===== src/rtl/axi4_rd_arbiter.sv =====
// rtl/axi4_rd_arbiter.sv - two-master round-robin arbiter for one AXI4 slave read path
// One burst is in flight at a time; R beats are steered to the granted master until RLAST.
module axi4_rd_arbiter #(
    parameter int ID_W   = 4,
    parameter int ADDR_W = 32,
    parameter int DATA_W = 64,
    localparam int AR_W  = ID_W + ADDR_W + 13,
    localparam int R_W   = ID_W + DATA_W + 3
) (
    input  logic              ACLK,
    input  logic              ARESETn,
    input  logic [1:0]        m_arvalid,
    output logic [1:0]        m_arready,
    input  logic [2*AR_W-1:0] m_ar,
    output logic [1:0]        m_rvalid,
    input  logic [1:0]        m_rready,
    output logic [R_W-1:0]    m_r,
    output logic              s_arvalid,
    input  logic              s_arready,
    output logic [AR_W-1:0]   s_ar,
    input  logic              s_rvalid,
    output logic              s_rready,
    input  logic [R_W-1:0]    s_r,
    output logic              len_err
);

    typedef enum logic [1:0] {IDLE, ADDR, DATA} state_t;

    state_t          state, state_nxt;
    logic            grant;
    logic            prio;
    logic            sel;
    logic            req_any;
    logic [AR_W-1:0] sel_ar;
    logic [8:0]      beat_cnt;
    logic [7:0]      len_target;
    logic            err_seen;
    logic            r_hs;
    logic            r_last;
    logic            at_target;

    assign req_any   = |m_arvalid;
    assign sel       = (&m_arvalid) ? prio : m_arvalid[1];
    assign sel_ar    = sel ? m_ar[2*AR_W-1:AR_W] : m_ar[AR_W-1:0];
    assign m_r       = s_r;
    assign r_last    = s_r[0];
    assign at_target = (beat_cnt == {1'b0, len_target});

    always_comb begin
        state_nxt = state;
        m_arready = 2'b00;
        m_rvalid  = 2'b00;
        s_rready  = 1'b0;
        r_hs      = 1'b0;
        len_err   = 1'b0;
        case (state)
            IDLE: begin
                if (req_any) begin
                    m_arready = sel ? 2'b10 : 2'b01;
                    state_nxt = ADDR;
                end
            end
            ADDR: begin
                if (s_arready) begin
                    state_nxt = DATA;
                end
            end
            DATA: begin
                m_rvalid = grant ? {s_rvalid, 1'b0} : {1'b0, s_rvalid};
                s_rready = m_rready[grant];
                r_hs     = s_rvalid && s_rready;
                if (r_hs) begin
                    // Either a short burst (RLAST early) or the expected last beat without RLAST;
                    // err_seen keeps an overrun from reporting on every later beat.
                    len_err = !err_seen && (r_last ? !at_target : at_target);
                    if (r_last) begin
                        state_nxt = IDLE;
                    end
                end
            end
            default: state_nxt = IDLE;
        endcase
    end

    always_ff @(posedge ACLK or negedge ARESETn) begin
        if (!ARESETn) begin
            state <= IDLE;
        end else begin
            state <= state_nxt;
        end
    end

    always_ff @(posedge ACLK or negedge ARESETn) begin
        if (!ARESETn) begin
            s_arvalid  <= 1'b0;
            s_ar       <= '0;
            grant      <= 1'b0;
            prio       <= 1'b0;
            beat_cnt   <= '0;
            len_target <= '0;
            err_seen   <= 1'b0;
        end else begin
            case (state)
                IDLE: begin
                    if (req_any) begin
                        s_ar       <= sel_ar;
                        s_arvalid  <= 1'b1;
                        grant      <= sel;
                        beat_cnt   <= '0;
                        len_target <= sel_ar[12:5];
                        err_seen   <= 1'b0;
                    end
                end
                ADDR: begin
                    if (s_arready) begin
                        s_arvalid <= 1'b0;
                    end
                end
                DATA: begin
                    if (r_hs) begin
                        if (beat_cnt != 9'h1FF) begin
                            beat_cnt <= beat_cnt + 9'd1;
                        end
                        if (len_err) begin
                            err_seen <= 1'b1;
                        end
                        if (r_last) begin
                            prio <= ~grant;
                        end
                    end
                end
                default: ;
            endcase
        end
    end

endmodule


===== config.mk =====
export PLATFORM = sky130hd
export DESIGN_NAME = axi4_rd_arbiter
export DESIGN_NICKNAME = d
export VERILOG_FILES = /design/src/rtl/axi4_rd_arbiter.sv
export SDC_FILE = /design/constraint.sdc
export NUM_CORES = 1
export LEC_CHECK = 0
export ABC_AREA = 1
export BUFFER_PORTS_ARGS = -buffer_cell sky130_fd_sc_hd__buf_2
export CAP_MARGIN = 40
export CORE_AREA = 4 4 117 119
export DETAILED_ROUTE_END_ITERATION = 6
export DIE_AREA = 0 0 121 123
export PLACE_DENSITY = 0.78
export SYNTH_ARGS = -nofsm -noshare
export SYNTH_HDL_FRONTEND = slang
export SYNTH_SLANG_ARGS = --single-unit

===== constraint.sdc =====
create_clock -name ACLK -period 1.7 [get_ports ACLK]
set_input_delay 0.255 -clock ACLK [delete_from_list [all_inputs] [get_ports ACLK]]
set_output_delay 0.255 -clock ACLK [all_outputs]
set_load 0.02 [all_outputs]

==> impl.org, run 1 <==
** Status
- The run finished, with violations left.
- Violations in the final reports :: setup timing

** CTS
- TritonCTS built the clock tree.
- H-tree depth :: 3
- CTS placed an instance of clkbuf_16 at the clock tree root.
- Buffers inserted during clock tree synthesis total 9.
- Clock Pin Slew Worst Setup and Hold Paths :: 50 ps
- Sinks on the clock net :: 64
- For the worst-skew pair, the clock arrives at the later sink with an insertion delay of 320 ps.
- In this run the deepest clock path goes through 2 buffers.

** GRT
- First-pass GRT wire length :: 17,300 um
- Sum of overflow across all layers after global routing :: 0
- Across every metal layer, demand over resource in global routing totals 0.149.
- Largest net degree at the start of global routing :: 65
- Initial antenna violation count :: 0
- The number of global-route vias before repair came to 3,503.

** Final layout
- Of the cells placed in the final design, the portion with a size suffix greater than 1 is 0.435.
- N_diodes :: 0
- For this run, the share of the core covered by cells in the final layout is 0.385.
- Registers take 1600 um2.
- Compared with the post-synthesis result, the final layout area differs by 28.0%.
- For this run, the post-layout net count is 769.
- In the final layout, the multi-input gates occupy 1480 um2.
- Counting the fill cells in the layout gives 1,301.

** Logic synthesis
- Average cell area after synthesis :: 8.08 um2
- The share of the Yosys chip area taken by registers is 0.424.
- The post-synthesis compound-gate area fraction is 0.160.
- During synthesis, Yosys emitted a total of 0 warnings.
- Post-Syn Area :: 3780 um2
- Register bit total from synthesis :: 64
- Net Count, Synth :: 647
- Multiplexer area fraction after synthesis :: 0
- The synthesized design spends more area on one cell type than any other, namely dfrtp_1.
- Synthesized-area fraction occupied by and/or/nand/nor cells :: 0.199
- After synthesis, the largest family of logic cells by area is buffers and inverters.
- The share of synthesized area in the top cell type comes to 0.424.
- The number of different library cells used by synthesis comes to 32.
- Area share of xor/xnor cells in the synthesized design :: 0.00695
- Number of cells produced by synthesis :: 468
- Sorting the synthesized cells by area gives the leading types as dfrtp_1, buf_4, nand2_1.
- Of the total synthesized cell area, the portion taken by full adders, half adders and majority gates is 0.00662.

** Critical path
- Slowest cell on crit path :: dfrtp_1
- Data required time at the worst endpoint :: 1440 ps
- Along the worst path, the maximum fanout reaches 3.
- Termination of the worst setup path :: len_err
- The worst setup path is of the flop to output pin kind.
- At the worst endpoint, the arrival time is 1570 ps.
- Family with the most delay on the worst path :: simple AND/OR/NAND/NOR gates
- Startpoint of the most critical register-to-register path :: beat_cnt[1]
- Start point of the critical path :: beat_cnt[0]
- Type of element capturing the critical path :: output pin
- The critical path runs through a total of 10 cells.
- Counting cells, the worst reg-to-reg path comes to 11.
- Largest incremental delay on the critical path :: 400 ps
- RR Endpoint :: beat_cnt[4]
- Traced cell by cell, the critical path runs through buf_6 > nand2_2 > nand2_1 > nor2_1 > nand2_1 > nor2_1 > nand3_1 > nand3_2 > nor2_4 > buf_6.
- Startpoint Class :: flop
- Setup slack on the worst reg-to-reg path comes out at -80 ps.
- The number of buffers and inverters on the critical path is 2.

** Routing
- The final route contains 3,490 vias.
- Average via count per standard cell :: 4.56
- Count of nets left with antenna violations after detail routing :: 0
- In the routed design, unresolved DRC markers number 0.
- First-pass iteration count of the detailed router :: 4
- The detailed router finished its first iteration with 83 violations.
- After detailed routing, the average wire length per cell comes to 14.5 um.
- Final routed wirelength across all metal layers :: 11,100 um

** STA
- Max frequency :: 547 MHz
- Minimum setup slack in the final design :: -130 ps
- Slew Limit Headroom :: 0.749
- Final total negative setup slack :: -487 ps
- Number of hold violations in the final report :: 0
- Final setup skew :: 7.47 ps
- The final max-slew violation count is 0.
- Final period demand of the worst path :: 1830 ps
- Setup violations remaining at the end of the flow were counted as 9.
- Portion of the clock cycle consumed by the worst path in the final layout :: 1.08
- Across all hold checks on the routed design, the worst slack comes to 135 ps.
- Setup repair after global routing could not meet its margin everywhere.
- At the pin with the least slew margin, the transition time is 377 ps.

** Worst hold path
- The worst hold path passes through 3 cells.
- The path class of the tightest hold or removal check is input pin to flop.

** Placement
- The congestion estimate from routability-driven global placement came to 0.858.
- Number of buffers added on ports :: 163
- Post-DP HPWL :: 8200 um

** Die
- Core box area :: 12,600 um2
- The die covers 14,900 um2.
- After floorplanning, the core was divided into 41 placement rows.
- Initial cell density of the core :: 0.301
- Die W :: 121 um
- Number of I/O pins :: 304
- In this run the vertical extent of the chip is 123 um.

** Pwr
- For this design the static power due to leakage is 2.49 nW.
- Dividing total power by cell area gives a power density of 1780 nW/um2.
- Worst IR Drop VDD :: 790 uV

** Flow run
- Across the run, the number of max-cap violations was 0.
## timing repair
action / in CTS / in global routing
setup endpoints to repair: 6 / 15
pin swaps: 8 / 7
setup buffers: 11 / 10
gates cloned: 0 / 0
gates resized for setup: 23 / 14
endpoints found under the hold margin: 64 / 0
hold buffers: 1 / 0
## registers in the layout, indices dropped and copies added (netlist names)
register	cells
beat_cnt	9
grant	1
prio	1
state	2
s_ar	49
s_arvalid	1
err_seen	1
## cell usage after synthesis, drive strengths merged
| master | count |
|---|---|
| a21oi | 7 |
| a22oi | 16 |
| and3 | 1 |
| buf | 82 |
| clkbuf | 6 |
| clkinv | 1 |
| dfrtp | 64 |
| ha | 2 |
| inv | 33 |
| nand2 | 104 |
| nand3 | 11 |
| nand4 | 1 |
| nor2 | 52 |
| nor3 | 4 |
| o21ai | 70 |
| o21bai | 2 |
| o22ai | 7 |
| o31ai | 2 |
| xor2 | 3 |
## area by class of cell
class                      instances  share of cell area
sequential                        64               0.332
timing repair buffer             199               0.234
clock buffer                      14              0.0566
inverter                          34              0.0279
multi-input combinational        282               0.305
tap                              172              0.0445
## worst register-to-register path, stage by stage, from the launching register on
cell and delay (ps):
dfrtp_1 390, buf_4 140, ha_1 190, nand2_2 90
nor2_1 50, nand2_1 70, nor2_1 50, ha_2 180
nand2_2 100, nand2_8 90, buf_4 150, o31ai_1 190
## metrics by stage
| step | instance area (um2) | worst slack [ps] | cells | total power [mW] |
|---|---|---|---|---|
| 6_report | 4840 | -130 | 765 | 8.62 |
| 5_1_grt | 4840 | -256 | 765 | 9.28 |
| 4_1_cts | 4730 | -175 | 755 | 8.57 |
| 3_5_place_dp | 4310 | 23.6 | 729 | 6.63 |
| 3_3_place_gp | 4310 | 38.9 | 729 | 6.55 |
| 2_1_floorplan | 3780 | 82.7 | 468 | 5.48 |
## how the worst min path moves through the flow
stage	startpoint	endpoint	slack (ps)
detailed placement	ARESETn	beat_cnt[2]	300
finish	m_ar[22]	s_ar[22]	140
floorplan	ARESETn	beat_cnt[0]	-40
global placement	ARESETn	s_ar[7]	320
CTS	m_ar[30]	s_ar[30]	120
global route	m_ar[20]	s_ar[20]	130
## per-layer routing
layer / global-route usage / share of wire
met1: 0.173 / 0.39
met2: 0.240 / 0.50
met3: 0.0480 / 0.070
met4: 0.0921 / 0.041
met5: 0 / 0
## kinds of logic after synthesis
| family | Yosys count |
|---|---|
| and+or+nand+nor | 173 |
| buffers and inverters | 122 |
| AOI/OAI and AO/OA | 104 |
| DFF | 64 |
| xor gates and xnor gates | 3 |
| adders and majority gates | 2 |
## layout by cell type, fill, tap and decap left out, types with 3 or more instances in the layout
cell / netlist / routed
buf_2: 5 / 160
nand2_1: 101 / 93
dfrtp_1: 64 / 62
nor2_1: 47 / 43
o21ai_0: 39 / 39
buf_4: 74 / 33
o21ai_1: 30 / 30
inv_1: 27 / 19
a22oi_1: 16 / 16
inv_2: 5 / 13
nand2_2: 1 / 9
nand3_1: 11 / 9
clkbuf_16: 0 / 9
o22ai_1: 7 / 7
nor2_4: 2 / 4
nor2_2: 1 / 3
xor2_1: 3 / 3
a21oi_1: 5 / 3
clkbuf_8: 0 / 3
buf_6: 3 / 3
## where the power goes
group | switching [mW] | internal, mW | total [mW]
clock | 0.608 | 1.09 | 1.70
sequential | 0.410 | 2.20 | 2.61
combinational | 2.71 | 1.61 | 4.31
Note: power is estimated with default switching activity, not from simulation.
==> run 2, diff against run 1 <==
- ABC_AREA: 1 -> default
- SETUP_SLACK_MARGIN: default -> 0.2
==> run 2 against run 1 <==
  * The flow still finishes with violations (setup timing)
  * Largest cell class is now multi-input gates
  * Register-to-register slack got worse by 160 ps
  * First-iteration DRC count rose by 130%
  * Clock skew fell by 2.0 ps
  * Wire length rose by 14%
  * Global-route usage rose by 0.17 points
  * Synthesized area fell by 1.8%
  * Die area did not move
  * Largest power group unchanged
==> impl.org, run 2 <==
** Final layout
- Final core occ :: 0.464 (+0.0785)
- Most frequent cells in the layout :: buf_2, dfrtp_1, buf_4
- Fill cell count :: 1,149 (-12%)
- The antenna diode count was 0 (unchanged).
- Flip-flop count of the largest register, all copies and words added :: 49 (unchanged)
- Largest registers ranked by flip-flop count :: s_ar x49, beat_cnt x9, state x2
- The fraction of layout cells with a size suffix above 1 was 0.647 (+0.212).
- Area used by sequential logic in the layout :: 1610 um2 (about the same)
- Final instance count without filler cells :: 710 (-7.2%)
- Fin nets :: 712 (-7.4%)
- Area growth from synthesis to layout :: 56.8%
- Register with the most flip-flops :: s_ar
- The footprint of the multi-input gates came to 1930 um2 (+30%).
- Leaving out fill and tap cells, the most frequent cell in the layout is buf_2.

** Critical path
- Critical path fanouts, max :: 3 (unchanged)
- The worst register-to-register path begins at beat_cnt[5].
- The worst endpoint required time is 1440 ps (about the same).
- The signal on the critical path passes through xor2_1 > nor3_1 > nand3_2 > mux2i_4 > buf_6.
- Startpoint-to-endpoint class of the critical path :: flop to output pin
- Type of element capturing the critical path :: output pin
- Slowest cell on crit path :: dfrtp_1
- Family with the most delay on the worst path :: simple AND/OR/NAND/NOR gates
- RR Endpoint :: beat_cnt[7]
- The setup slack of the worst register-to-register path came to -240 ps (-160 ps).
- Data arrival time of the worst path :: 1800 ps (+230 ps)
- Largest incremental delay on the critical path :: 420 ps (+20 ps)
- Crit path buffers/inverters :: 1 (-1)
- Depth of the most critical reg-to-reg path :: 9 (-2)
- STA classifies the critical path startpoint as a flop.

** Die
- Initial cell density of the core :: 0.296 (-0.00528)
- Number of I/O pins :: 304 (unchanged)
- The area enclosed by the die boundary came to 14,900 um2 (unchanged).
- Die W :: 121 um (unchanged)
- Core box area :: 12,600 um2 (unchanged)
- Cell row count :: 41 (unchanged)
- Die Y-Extent :: 123 um (unchanged)

** Pwr
- Sequential power share :: 0.249 (-0.054)
- Portion of total power attributed to combinational logic :: 0.569 (+0.069)
- The worst IR drop on VDD was 758 uV (-4.0%).
- Clock share of power :: 0.182 (-0.015)
- Internal power contribution :: 6.64 mW (+36%)
- The leakage power total came to 2.95 nW (+18%).
- Proportion of total power due to net switching :: 0.396 (-0.0355)
- Final Total Pwr :: 11.0 mW (+28%)
- The reported net switching power came to 4.36 mW (+17%).
- Pwr/cell area :: 1890 nW/um2 (+6.0%)

** Logic synthesis
- Average cell area after synthesis :: 9.75 um2 (+21%)
- Count of warnings emitted by yosys :: 0 (unchanged)
- Number of different library cells in the post-synthesis netlist :: 37 (+16%)
- In the synthesized netlist, the cells that appear most often are buf_4, dfrtp_1, nand2_1.
- For this run, the leading register cell type out of synthesis is dfrtp_1.
- Post-Syn Area :: 3710 um2 (-1.8%)
- Number of flops mapped to enable cells by yosys :: 0 (unchanged)
- The share of synthesized registers carrying an async set or reset is 1.00 (unchanged).
- The number of storage elements in the synthesis netlist came to 64 (unchanged).
- Dominant cells by area after synthesis :: dfrtp_1, buf_4, mux2i_1
- The gate count of the mapped netlist was 381 (-19%).
- The share of Yosys cell area claimed by the top area cell type is 0.431 (+0.00756).
- Sequential area share after synthesis :: 0.431 (+0.00756)
- The synthesized design spends more area on one cell type than any other, namely dfrtp_1.
- The number of nets produced by synthesis was 560 (-13%).
- Most common cell in the synthesized netlist :: buf_4

** Worst hold path
- In this run the most critical hold path is launched from m_ar[30].
- For hold timing, the worst endpoint is s_ar[30].
- Hold Path Depth :: 2 (-1)
- The tightest min-delay check is of the input pin to flop type.

** Status
- The run finished, with violations left.
- Violations in the final reports :: setup timing

** GRT
- The global-route wire length before repair came to 17,300 um (+0.36%).
- The number of antenna violations at the first check in global routing came to 0 (unchanged).
- Via count of the first global-routing pass :: 3,380 (-3.5%)
- The total track usage was 0.151 (+0.00165).
- The maximum number of pins on one net before global-route repair is 65 (unchanged).
- The remaining global-route overflow is 0 (unchanged).

** STA
- Setup repair after global routing could not meet its margin everywhere.
- Tightest Pin Transition :: 362 ps (-15.4 ps)
- Final period demand of the worst path :: 2050 ps (+220 ps)
- The fmax is 488 MHz (-11%).
- The final-report hold violation count is 0 (unchanged).
- Final setup skew :: 5.50 ps (-1.97 ps)
- Minimum setup slack in the final design :: -350 ps (-220 ps)
- The final max-slew violation count came to 0 (unchanged).
- Portion of the clock cycle consumed by the worst path in the final layout :: 1.21 (+0.130)
- # setup viols final :: 30 (+21)
- Final hold slack :: 149 ps (+13.8 ps)
- Slew Limit Headroom :: 0.757 (+0.00842)

** Routing
- First-pass iteration count of the detailed router :: 5 (+1)
- Final routed wirelength across all metal layers :: 12,600 um (+14%)
- The post-detailed-route wirelength per cell was 17.8 um (+23%).
- DRT iter0 DRCs :: 189 (+130%)
- Detailed-route via count :: 3,417 (-2.1%)
- The ratio of routed vias to standard cells was 4.81 (+5.5%).
- The final antenna-violating net count came to 0 (unchanged).
- Residual DRC count :: 0 (unchanged)

** CTS
- The clock network latency to the later pin of the worst-skew pair is 330 ps (about the same).
- H-tree depth :: 3 (unchanged)
- Clock tree from TritonCTS :: done
- Maximum root-to-sink buffer count :: 2 (unchanged)
- The clock-pin slew reported for the worst setup and hold paths after clock tree synthesis was 60 ps (about the same).
- Root buffer selected by CTS :: clkbuf_16
- Sinks on the clock net :: 64 (unchanged)
- The clock buffer count from CTS is 9 (unchanged).

** Placement
- Gpl congestion :: 0.798 (-7.0%)
- Total placed cells including tap cells :: 654 (-10%)
- The HPWL after detailed placement is 7640 um (-6.8%).
- The total of buffers placed on input and output ports was 163 (unchanged).

** Flow run
- Max-cap violations :: 0 (unchanged)
## run 2: layout make-up
cell class	instances	share of cell area
Timing Repair Buffer	230	0.297
Tap cell	172	0.0369
Multi-Input combinational cell	222	0.331
Sequential cell	64	0.276
Clock inverter	7	0.0163
Clock buffer	9	0.0387
Inverter	6	0.00430
## run 2: cell families (layout without fill, tap and decap cells)
kind of cell / count (synthesis) / count (layout) / synth area share
adder cells (fa/ha/maj): 2 / 2 / 0.00674
multiplexers: 36 / 36 / 0.0983
XOR/XNOR: 8 / 8 / 0.0189
flip-flops: 64 / 64 / 0.431
AO/OA/AOI/OAI: 76 / 77 / 0.136
AND/OR/NAND/NOR: 99 / 99 / 0.130
buffers and inverters: 96 / 252 / 0.179
## run 2: worst reg2reg max path, delay by kind of cell, from the launching register on
kind / cells / cell delay, ps
buffers and inverters: 2 / 200
AND/OR/NAND/NOR: 4 / 820
AO/OA/AOI/OAI: 2 / 280
adder cells (fa/ha/maj): 1 / 180
flip-flops: 1 / 400
## run 2: power groups by stage
stage	combinational [mW]	sequential [mW]	clock [mW]
after floorplan	1.93	3.29	0
after global placement	3.77	2.60	0
after detailed placement	3.85	2.60	0
after CTS	5.05	2.66	2.03
after global routing	6.68	2.82	2.12
final	6.26	2.74	2.00
## run 2: how the worst max path moves through the flow
stage,startpoint,to,slack (ps),depth (start not counted)
final,beat_cnt[1],len_err,-350,5
after global routing,s_ar[7],len_err,-430,5
after CTS,s_ar[7],len_err,-400,5
after detailed placement,beat_cnt[5],beat_cnt[5],-120,8
after global placement,beat_cnt[1],beat_cnt[5],-100,8
after floorplan,beat_cnt[0],beat_cnt[7],-8,8
## run 2: repair_timing
| item | CTS | global route |
|---|---|---|
| pin swaps | 45 | 20 |
| setup endpoints to repair | 30 | 66 |
| buffers inserted | 23 | 5 |
| hold endpoints to repair | 64 | 0 |
| gates cloned | 3 | 8 |
| hold buffers | 1 | 0 |
| gates resized for setup | 111 | 87 |
## run 2: metrics by stage
stage | setup slack [ps] | area [um2] | setup TNS [ps]
2_1_floorplan | -8.21 | 3770 | -16.4
3_3_place_gp | -96.5 | 4430 | -291
3_5_place_dp | -122 | 4430 | -533
4_1_cts | -399 | 5310 | -1290
5_1_grt | -433 | 5830 | -5590
6_report | -350 | 5830 | -2680
## run 2: per-layer routing
| metal | wire length, um | vias up | part of all wire | global-route usage |
|---|---|---|---|---|
| met2 | 6090 | 194 | 0.48 | 0.242 |
| met5 | 0 | - | 0 | 0 |
| met4 | 333 | 0 | 0.026 | 0.0701 |
| li1 | - | 1565 | - | - |
| met3 | 1050 | 39 | 0.083 | 0.0590 |
| met1 | 5150 | 1619 | 0.41 | 0.178 |
==> run 3, diff against run 2 <==
- CTS_BUF_LIST: default -> sky130_fd_sc_hd__clkbuf_4
- PLACE_DENSITY: 0.78 -> default
- PLACE_DENSITY_LB_ADDON: default -> 0.1
==> run 3 against run 2 <==
  * Register-to-register slack improved by 40 ps
  * Count of clock-buffer cells in the layout up 3
  * Clock power is 40% lower
  * Via count fell by 4.2%
  * Critical endpoint unchanged
  * The run still ends with setup timing left
  * Highest routed layer unchanged
==> impl.org, run 3 (same netlist as run 2, synthesis figures left out) <==
** Routing
- The total iterations of the first detailed-routing run was 4 (-1).
- DRT iter0 DRCs :: 38 (-80%)
- Average routed wire per standard cell :: 16.0 um (-10%)
- Average via count per standard cell :: 4.59 (-4.6%)
- Residual DRC count :: 0 (unchanged)
- Count of nets left with antenna violations after detail routing :: 0 (unchanged)
- Detailed-route via count :: 3,272 (-4.2%)
- Final routed wirelength across all metal layers :: 11,400 um (-9.9%)

** Critical path
- Startpoint Class :: flop
- Data required time at the worst endpoint :: 1440 ps (about the same)
- The worst setup path is captured at an output pin.
- Crit path buffers/inverters :: 2 (+1)
- Family with the most delay on the worst path :: flip-flops
- The logic depth of the worst register-to-register path is 9 (unchanged).
- The critical path goes through xor2_1 > nor4_2 > buf_4 > nand3_4 > mux2i_4 > buf_6.
- The startpoint identified for the worst register-to-register timing path is beat_cnt[3].
- The critical path is of the flop to output pin type.
- The top fanout value on the critical path was 2 (-1).
- The worst endpoint data arrival time is 1860 ps (+60 ps).
- Largest incremental delay on the critical path :: 410 ps (about the same)
- In this run the critical register-to-register path is captured at beat_cnt[7].
- The slowest stage of the critical path is the dfrtp_1 cell.
- The setup slack of the worst register-to-register path came to -200 ps (+40 ps).

** Worst hold path
- HP Start :: m_ar[73]
- Hold Path Depth :: 2 (unchanged)
- The tightest min-delay check is of the input pin to flop type.
- The worst hold path terminates at s_ar[24].

** GRT
- Sum of overflow across all layers after global routing :: 0 (unchanged)
- First-pass GRT wire length :: 17,000 um (-1.8%)
- Initial antenna violation count :: 1 (+1)
- Overall Global Routing Usage :: 0.148 (-0.00257)
- Largest net degree at the start of global routing :: 65 (unchanged)
- Via count of the first global-routing pass :: 3,422 (+1.2%)

** Pwr
- Pwr/cell area :: 1760 nW/um2 (-6.6%)
- The worst IR drop on VDD was 851 uV (+12%).
- Leakage dissipation :: 2.84 nW (-3.7%)
- Final Total Pwr :: 9.76 mW (-11%)

** Status
- Violations in the final reports :: setup timing
- Outcome :: complete, but fails checks

** CTS
- The clock network latency to the later pin of the worst-skew pair came to 420 ps (+90 ps).
- TritonCTS Buffers :: 9 (unchanged)
- The clock-pin slew reported for the worst setup and hold paths after clock tree synthesis was 110 ps (+50 ps).
- The number of clock sinks seen by CTS was 64 (unchanged).
- Root buffer selected by CTS :: clkbuf_4
- H-tree depth :: 3 (unchanged)
- Maximum root-to-sink buffer count :: 2 (unchanged)
- TritonCTS built the clock tree.

** STA
- Slew Limit Headroom :: 0.763 (+0.00622)
- The time the worst path needs with I/O delays and setup was 2120 ps (+66.6 ps).
- Max frequency :: 472 MHz (-3.1%)
- The setup violation total in the final timing report is 30 (unchanged).
- Setup repair after global routing could not meet its margin everywhere.
- The final max-slew violation count came to 0 (unchanged).
- The final critical-path setup slack is -417 ps (-66.6 ps).
- Final setup skew :: 10.4 ps (+4.90 ps)
- The worst hold slack was 57.0 ps (-91.8 ps).
- The final-report hold violation count was 0 (unchanged).
- Portion of the clock cycle consumed by the worst path in the final layout :: 1.25 (+0.0392)
- The actual slew at the worst max-slew pin is 355 ps (-6.55 ps).

** Final layout
- Flip-flop count of the largest register, all copies and words added :: 49 (unchanged)
- Fill cell count :: 1,263 (+9.9%)
- The footprint of the multi-input gates is 1850 um2 (-4.0%).
- The final non-filler cell area is 5530 um2 (-5.0%).
- Most frequent standard cell in the layout excluding fill and tap cells :: buf_2
- Most frequent cells in the layout :: buf_2, dfrtp_1, buf_4
- Counting flops per register, the top entry is s_ar.
- The fraction of the core area covered by cells at the end of the flow came to 0.440 (-0.0234).
- Compared with the post-synthesis result, the final layout area differs by 48.9%.
- The layout net count came to 714 (+0.28%).
- In the final layout, the registers with the most flip-flops are s_ar x49, beat_cnt x9, state x2.
- The area used by sequential logic in the layout is 1610 um2 (+0.16%).
- The fraction of layout cells with a size suffix above 1 came to 0.641 (-0.00610).

** Die
- The count of boundary I/O pins came to 304 (unchanged).
- The die span in y was 123 um (unchanged).
- Cell row count :: 41 (unchanged)
- The die outline width came to 121 um (unchanged).
- Initial cell density of the core :: 0.296 (unchanged)
- The core box area is 12,600 um2 (unchanged).
- The area enclosed by the die boundary came to 14,900 um2 (unchanged).

** Placement
- Post-Place Setup Slack :: -181 ps (-59.1 ps)
- Gpl congestion :: 0.772 (-3.2%)
- Post-DP HPWL :: 7700 um (+0.73%)
- Area of placed instances :: 4450 um2 (+0.57%)
- The total of buffers placed on input and output ports was 163 (unchanged).

** Flow run
- The number of max-cap violations came to 0 (unchanged).
[run 3: changes by cell type in the layout (fill, tap and decap cells not counted), sizes merged]
cell,before,now
clkbuf,14,17
clkinv,3,2
buf,224,226
clkinvlp,1,0
diode,0,1
inv,7,6
[run 3: final cells by class]
class / instances / share of cell area
tap: 172 / 0.0389
timing repair buffer: 232 / 0.302
clock buffer: 12 / 0.0163
inverter: 6 / 0.00452
clock inverter: 4 / 0.0124
sequential: 64 / 0.291
multi-input combinational: 222 / 0.334
antenna: 1 / 0.000452
[run 3: worst max-delay path by stage]
stage	cells past startpoint	start	slack (ps)	end
after floorplan	8	beat_cnt[0]	-8	beat_cnt[7]
after global placement	8	beat_cnt[5]	-150	beat_cnt[7]
after detailed placement	8	beat_cnt[5]	-180	beat_cnt[7]
after CTS	6	s_ar[7]	-450	len_err
after global routing	6	s_ar[7]	-480	len_err
final	6	s_ar[7]	-420	len_err
[run 3: per-stage QoR]
step	TNS, ps	instances
6_report	-2560	713
5_1_grt	-5320	713
4_1_cts	-1690	702
3_5_place_dp	-1160	659
3_3_place_gp	-743	659
2_1_floorplan	-16.4	381
[run 3: power by group]
group / internal [mW] / switching (mW)
Combinational: 2.95 / 2.94
Sequential: 2.19 / 0.482
Clock: 0.640 / 0.558
Total: 5.78 / 3.98
[run 3: layer usage]
layer	track usage	part of all wire
met1	0.178	0.41
met2	0.239	0.49
met3	0.0435	0.068
met4	0.0822	0.030
met5	0	0
[run 3: repair_timing]
action | in CTS | in global routing
buffers inserted | 22 | 3
endpoints found under the setup margin | 32 | 66
gates cloned | 4 | 7
gates resized for setup | 123 | 59
hold endpoints to repair | 64 | 0
hold buffers | 1 | 0
pin swaps | 54 | 9
[run 3: worst reg2reg max path, stage by stage (launching register included)]
cell and delay (ps):
dfrtp_1 410, buf_4 140, and3_4 170, nand2_4 70
nor2_4 50, ha_4 160, inv_4 60, a32oi_4 130
or4_1 520, a21oi_1 130
